`config.mk`:
```
export PLATFORM = sky130hd
export DESIGN_NAME = pipeline_stage_register_flat
export DESIGN_NICKNAME = d
export VERILOG_FILES = /design/src/rtl/pipeline_stage_register_if.sv /design/src/rtl/pipeline_stage_register.sv /design/src/flat_wrapper.sv
export SDC_FILE = /design/constraint.sdc
export NUM_CORES = 1
export LEC_CHECK = 0
export CORE_MARGIN = 2
export CORE_UTILIZATION = 25
export DETAILED_ROUTE_END_ITERATION = 12
export GPL_ROUTABILITY_DRIVEN = 0
export HOLD_SLACK_MARGIN = 0.02
export PLACE_DENSITY = 0.45
export SLEW_MARGIN = 20
export SYNTH_ARGS = -nofsm -noshare
export SYNTH_HDL_FRONTEND = slang
export SYNTH_SLANG_ARGS = --single-unit
```
`constraint.sdc`:
```
create_clock -name clock -period 1.9 [get_ports clock]
set_input_delay 0.19 -clock clock [delete_from_list [all_inputs] [get_ports clock]]
set_output_delay 0.19 -clock clock [all_outputs]
set_load 0.02 [all_outputs]
```
`src/rtl/pipeline_stage_register_if.sv`:
```
// Handshake/bus bundle for pipeline_stage_register: upstream offer side, downstream present side, flush and occupancy.
interface pipeline_stage_register_if #(
    parameter int unsigned DATA_WIDTH = 32,
    parameter int unsigned CTRL_WIDTH = 8
);
    logic                  inValid;
    logic                  inReady;
    logic [DATA_WIDTH-1:0] inData;
    logic [CTRL_WIDTH-1:0] inCtrl;
    logic                  outValid;
    logic                  outReady;
    logic [DATA_WIDTH-1:0] outData;
    logic [CTRL_WIDTH-1:0] outCtrl;
    logic                  flush;
    logic [1:0]            occupancy;

    // Environment side: drives the offers, the downstream ready and the flush.
    modport master (
        output inValid, inData, inCtrl, outReady, flush,
        input  inReady, outValid, outData, outCtrl, occupancy
    );

    // Stage side.
    modport slave (
        input  inValid, inData, inCtrl, outReady, flush,
        output inReady, outValid, outData, outCtrl, occupancy
    );
endinterface

```
`src/rtl/pipeline_stage_register.sv`:
```
// Two-entry skid-buffered pipeline stage register with flush and bubble-clean control outputs.
// Optional PIPE_STAGE_PERF_EN adds stallCount/flushCount performance counters.
module pipeline_stage_register #(
    parameter int unsigned DATA_WIDTH = 32,
    parameter int unsigned CTRL_WIDTH = 8
) (
    input  logic clock,
    input  logic reset,
    pipeline_stage_register_if.slave bus
`ifdef PIPE_STAGE_PERF_EN
    ,
    output logic [31:0] stallCount,
    output logic [31:0] flushCount
`endif
);

    typedef enum logic [1:0] {
        EMPTY = 2'd0,
        ONE   = 2'd1,
        TWO   = 2'd2
    } state_e;

    state_e                state_q,     state_d;
    logic                  in_ready_q,  in_ready_d;
    logic                  out_valid_q, out_valid_d;
    logic [1:0]            occupancy_q, occupancy_d;
    logic [DATA_WIDTH-1:0] main_data_q, main_data_d;
    logic [CTRL_WIDTH-1:0] main_ctrl_q, main_ctrl_d;
    logic [DATA_WIDTH-1:0] skid_data_q, skid_data_d;
    logic [CTRL_WIDTH-1:0] skid_ctrl_q, skid_ctrl_d;

    logic push;
    logic pop;

    // Handshakes use only registered ready/valid, so outReady never reaches inReady combinationally.
    assign push = bus.inValid  & in_ready_q;
    assign pop  = out_valid_q  & bus.outReady;

    always_comb begin
        state_d     = state_q;
        main_data_d = main_data_q;
        main_ctrl_d = main_ctrl_q;
        skid_data_d = skid_data_q;
        skid_ctrl_d = skid_ctrl_q;

        if (bus.flush) begin
            state_d     = EMPTY;
            main_ctrl_d = '0;
            skid_ctrl_d = '0;
        end else begin
            unique case (state_q)
                EMPTY: begin
                    if (push) begin
                        state_d     = ONE;
                        main_data_d = bus.inData;
                        main_ctrl_d = bus.inCtrl;
                    end
                end
                ONE: begin
                    if (push && pop) begin
                        main_data_d = bus.inData;
                        main_ctrl_d = bus.inCtrl;
                    end else if (push) begin
                        state_d     = TWO;
                        skid_data_d = bus.inData;
                        skid_ctrl_d = bus.inCtrl;
                    end else if (pop) begin
                        // Clearing the enables here keeps bubbles from leaking stale control downstream.
                        state_d     = EMPTY;
                        main_ctrl_d = '0;
                    end
                end
                TWO: begin
                    if (pop) begin
                        state_d     = ONE;
                        main_data_d = skid_data_q;
                        main_ctrl_d = skid_ctrl_q;
                        skid_ctrl_d = '0;
                    end
                end
                default: begin
                    state_d     = EMPTY;
                    main_ctrl_d = '0;
                    skid_ctrl_d = '0;
                end
            endcase
        end

        in_ready_d  = (state_d != TWO);
        out_valid_d = (state_d != EMPTY);
        occupancy_d = 2'(state_d);
    end

    always_ff @(posedge clock or negedge reset) begin
        if (!reset) begin
            state_q     <= EMPTY;
            in_ready_q  <= 1'b1;
            out_valid_q <= 1'b0;
            occupancy_q <= 2'd0;
            main_data_q <= '0;
            main_ctrl_q <= '0;
            skid_data_q <= '0;
            skid_ctrl_q <= '0;
        end else begin
            state_q     <= state_d;
            in_ready_q  <= in_ready_d;
            out_valid_q <= out_valid_d;
            occupancy_q <= occupancy_d;
            main_data_q <= main_data_d;
            main_ctrl_q <= main_ctrl_d;
            skid_data_q <= skid_data_d;
            skid_ctrl_q <= skid_ctrl_d;
        end
    end

    assign bus.inReady   = in_ready_q;
    assign bus.outValid  = out_valid_q;
    assign bus.occupancy = occupancy_q;
    assign bus.outData   = main_data_q;
    assign bus.outCtrl   = main_ctrl_q;

`ifdef PIPE_STAGE_PERF_EN
    logic [31:0] stall_count_q, stall_count_d;
    logic [31:0] flush_count_q, flush_count_d;

    // Both counters wrap naturally at 2^32.
    always_comb begin
        stall_count_d = stall_count_q;
        flush_count_d = flush_count_q;
        if (bus.inValid && !in_ready_q) begin
            stall_count_d = stall_count_q + 32'd1;
        end
        if (bus.flush) begin
            flush_count_d = flush_count_q + 32'd1;
        end
    end

    always_ff @(posedge clock or negedge reset) begin
        if (!reset) begin
            stall_count_q <= '0;
            flush_count_q <= '0;
        end else begin
            stall_count_q <= stall_count_d;
            flush_count_q <= flush_count_d;
        end
    end

    assign stallCount = stall_count_q;
    assign flushCount = flush_count_q;
`endif

endmodule

```
`src/flat_wrapper.sv`:
```
// flat-port wrapper written by rule: the top's interface ports become plain ports
module pipeline_stage_register_flat 
#(
    parameter int unsigned DATA_WIDTH = 32,
    parameter int unsigned CTRL_WIDTH = 8
)
  (clock, reset, bus_inValid, bus_inData, bus_inCtrl, bus_outReady, bus_flush, bus_inReady, bus_outValid, bus_outData, bus_outCtrl, bus_occupancy);
  pipeline_stage_register_if #(.DATA_WIDTH(DATA_WIDTH), .CTRL_WIDTH(CTRL_WIDTH)) bus_i ();
  input  logic clock;
  input  logic reset;
  input wire logic [$bits(bus_i.inValid)-1:0] bus_inValid;
  input wire logic [$bits(bus_i.inData)-1:0] bus_inData;
  input wire logic [$bits(bus_i.inCtrl)-1:0] bus_inCtrl;
  input wire logic [$bits(bus_i.outReady)-1:0] bus_outReady;
  input wire logic [$bits(bus_i.flush)-1:0] bus_flush;
  output wire logic [$bits(bus_i.inReady)-1:0] bus_inReady;
  output wire logic [$bits(bus_i.outValid)-1:0] bus_outValid;
  output wire logic [$bits(bus_i.outData)-1:0] bus_outData;
  output wire logic [$bits(bus_i.outCtrl)-1:0] bus_outCtrl;
  output wire logic [$bits(bus_i.occupancy)-1:0] bus_occupancy;
  assign bus_i.inValid = bus_inValid;
  assign bus_i.inData = bus_inData;
  assign bus_i.inCtrl = bus_inCtrl;
  assign bus_i.outReady = bus_outReady;
  assign bus_i.flush = bus_flush;
  assign bus_inReady = bus_i.inReady;
  assign bus_outValid = bus_i.outValid;
  assign bus_outData = bus_i.outData;
  assign bus_outCtrl = bus_i.outCtrl;
  assign bus_occupancy = bus_i.occupancy;
  pipeline_stage_register #(.DATA_WIDTH(DATA_WIDTH), .CTRL_WIDTH(CTRL_WIDTH)) u_core (.clock(clock), .reset(reset), .bus(bus_i));
endmodule
```
==> summary.md <==
| Metric | Value |
|---|---|
| Area grow syn2layout | `39.7%` |
| PD cells | `1270 nW/um^2` |
| Post-detailed-route DRC marker count | `0` |
| Starting density of the core | `25.8%` |
| Final Hold Viols | `0` |
| Post-Synthesis Net Count | `358` |
| Portion of synthesized cell area occupied by the leading cell type | `55.3%` |
| Number of global-route vias before repair | `roughly 2700` |
| Violation count after the first detailed-route iteration | `120` |
| Cell area after synthesis | `~3800 um^2` |
| Post-synth top flop | `sky130_fd_sc_hd__dfrtp_1` |
| Worst clock skew | `5.19 ps` |
| Cell taking the most area after synthesis | `sky130_fd_sc_hd__dfrtp_1` |
| Result of the run | `finished, final reports clean` |
| Final-layout setup total negative slack | `0 ps` |
| Proportion of synthesized flip-flops having asynchronous set or reset | `100%` |
| Largest driver fanout on the critical path | `16` |
| GRT Overall Usage | `12.0%` |
| Count of buffers from port buffering | `88` |
| Main area contributors after synthesis | `sky130_fd_sc_hd__dfrtp_1, sky130_fd_sc_hd__mux2i_1, sky130_fd_sc_hd__mux2_2` |
| Class of the worst hold path | `primary input to async pin` |
| Number of antenna violations at the first check in global routing | `0` |
| Die X-Extent | `127 um` |
| Vertical extent of the die | `127 um` |
| Setup crit start kind | `flop` |
| Leading post-synthesis cells by instance count | `sky130_fd_sc_hd__dfrtp_1, sky130_fd_sc_hd__nor2_1, sky130_fd_sc_hd__a21oi_1, sky130_fd_sc_hd__mux2i_1, sky130_fd_sc_hd__mux2_2` |
| DR vias | `2711` |
| Fin crit share | `92.2%` |
| Number of top-level design ports | `89` |
| Sequential share of the synthesized area | `approximately 56%` |
| Req. time, crit path | `approximately 1700 ps` |
| Worst Setup Path Type | `flop to primary output` |
| Mean Syn Cell Area | `12.0 um^2` |
| Cells after Synth | `~310` |
| Ant diodes | `0` |
| Shortest clock period the worst path allows after layout | `around 1800 ps` |
| Hpwl dp | `roughly 6300 um` |
| Distinct cells, synth | `30` |
| Maximum clock rate | `between 0.5 and 0.6 GHz` |
| Total clock buffers created by CTS | `9` |
| Share of layout cells above drive strength 1 | `16.4%` |
| Hold buffers post-CTS | `1` |
| Cell total after placement | `587` |
| Clock latency of the later-clocked register in the worst-skew pair | `340 ps` |
| Avg WL per Cell | `15.1 um` |
| Wire length of the first global-routing pass | `14900 um` |
| Clock tree sinks | `84` |
| Aggregate global routing overflow | `0` |
| Setup crit end kind | `primary output` |
| Area of the die | `16000 um^2` |
| Final-layout fill cell count | `1464` |
| Non-filler cells in the finished layout | `between 600 and 700` |
| Final setup violation count | `0` |
| Library cell with the highest instance count after synthesis | `sky130_fd_sc_hd__dfrtp_1` |
| Reg clk slew, reported paths | `60 ps` |
| Leakage power | `approximately 2.4 nW` |
| Total Nets Final | `460` |
| Routed WL | `9100 um` |
| CP Data Arrival Time | `around 1600 ps` |
| Antenna-violating nets left | `0` |
| Largest net degree at the start of global routing | `39` |
| Number of max-slew violations in the final report | `0` |
| H-tree Lvls | `3` |
| Std-Cell Rows | `44` |
| Buffer type at the clock tree root | `sky130_fd_sc_hd__clkbuf_16` |
| DRT Pass-1 Iters | `5` |
| Clock tree buffer depth | `2` |
| Slew @ Worst Pin | `roughly 530 ps` |
| Synthesized flop and latch total | `84` |
| Count of buffers added by post-CTS timing repair for setup | `0` |
| Resized cells post-CTS | `0` |
| DR vias/cell | `4.49` |
| EDFF count, synth | `0` |
| Unrepaired setup endpoints after global routing | `no` |
| Slew headroom | `65.0%` |
| Worst vdd ir | `557 uV` |
| Max-capacitance violation count | `0` |
| Clock tree from TritonCTS | `done` |
| Number of warning messages in the yosys log | `0` |
| Core region area | `14600 um^2` |
-- final cells by class --
cell class / count / area (um^2) / share of cell area [%]
clock buffer: 12 / 256 / 4.89
inverter: 1 / 3.75 / 0.0715
tap: 184 / 230 / 4.39
sequential: 84 / 2100 / 40.1
clock inverter: 4 / 23.8 / 0.453
timing repair buffer: 108 / 1110 / 21.1
multi-input combinational: 211 / 1530 / 29.1
-- where the power goes --
part | leakage [nW] | internal, mW | switching, mW
Sequential | 0.994 | 2.45 | 0.358
Combinational | 1.22 | 1.16 | 1.04
Clock | 0.142 | 0.953 | 0.713
-- layer usage --
| layer | track usage [%] | part of all wire (%) | up-vias |
|---|---|---|---|
| met5 | 0 | 0 | - |
| met4 | 5.17 | 2.0 | 0 |
| met3 | 3.33 | 5.5 | 12 |
| met2 | 17.2 | 44 | 72 |
| met1 | 17.0 | 48 | 1324 |
| li1 | - | - | 1303 |
-- registers in the layout (all words and copies together), names as in the netlist --
name and count:
u_core.bus.outCtrl 8, u_core.skid_ctrl_q 8, u_core.skid_data_q 32, u_core.bus.outValid 1, u_core.state_q 2, u_core.bus.outData 32, u_core.bus.inReady 1
-- cells in the final DEF (no fill, tap or decap), types with 2 or more instances in the layout --
master and count:
sky130_fd_sc_hd__nor2_1 43, sky130_fd_sc_hd__nand2_1 18, sky130_fd_sc_hd__nand2b_2 2, sky130_fd_sc_hd__buf_12 6
sky130_fd_sc_hd__nand3_1 3, sky130_fd_sc_hd__mux2_2 26, sky130_fd_sc_hd__dfrtp_1 83, sky130_fd_sc_hd__buf_4 14
sky130_fd_sc_hd__clkbuf_8 2, sky130_fd_sc_hd__clkinv_2 3, sky130_fd_sc_hd__a22oi_1 8, sky130_fd_sc_hd__a21oi_1 41
sky130_fd_sc_hd__mux2_1 14, sky130_fd_sc_hd__clkbuf_16 9, sky130_fd_sc_hd__clkdlybuf4s50_1 87, sky130_fd_sc_hd__mux2i_1 40
sky130_fd_sc_hd__o21ai_0 2
-- worst paths after layout --
path,startpoint,to,slack [ps],cells past startpoint
setup / recovery,u_core.state_q[1],bus_occupancy[1],150,2
hold / removal,reset,u_core.bus.outCtrl[2],360,2
setup reg to reg,u_core.state_q[1],u_core.skid_data_q[22],180,5
hold reg to reg,u_core.skid_data_q[10],u_core.skid_data_q[10],480,1
max in group asynchronous,reset,u_core.bus.inReady,910,3
min in group clock,bus_inCtrl[3],u_core.skid_ctrl_q[3],470,3
-- cells by family after synthesis --
group | synth area share (%)
buffers and inverters | 3.50
xor gates and xnor gates | 0.233
muxes | 22.6
and+or+nand+nor | 8.92
DFF | 56.0
AOI/OAI and AO/OA | 8.73
-- stage by stage --
stage / hold WS (ps) / total power [mW] / setup WS [ps] / utilization [%] / instance area (um^2)
6_report: 362 / 6.67 / 148 / 36.0 / 5250
3_3_place_gp: 205 / 5.02 / 61.0 / 34.0 / 4960
2_1_floorplan: -106 / 4.00 / 103 / - / 3760
3_5_place_dp: 205 / 5.06 / 53.2 / 34.0 / 4960
5_1_grt: 403 / 7.10 / 54.5 / 36.0 / 5250
4_1_cts: 372 / 6.78 / 126 / 36.0 / 5250
-- critical path, stage by stage (launching register included) --
cell,delay [ps]
sky130_fd_sc_hd__dfrtp_1,340
sky130_fd_sc_hd__buf_4,240
sky130_fd_sc_hd__clkdlybuf4s50_1,640
Power figures use the tool's default switching activity.
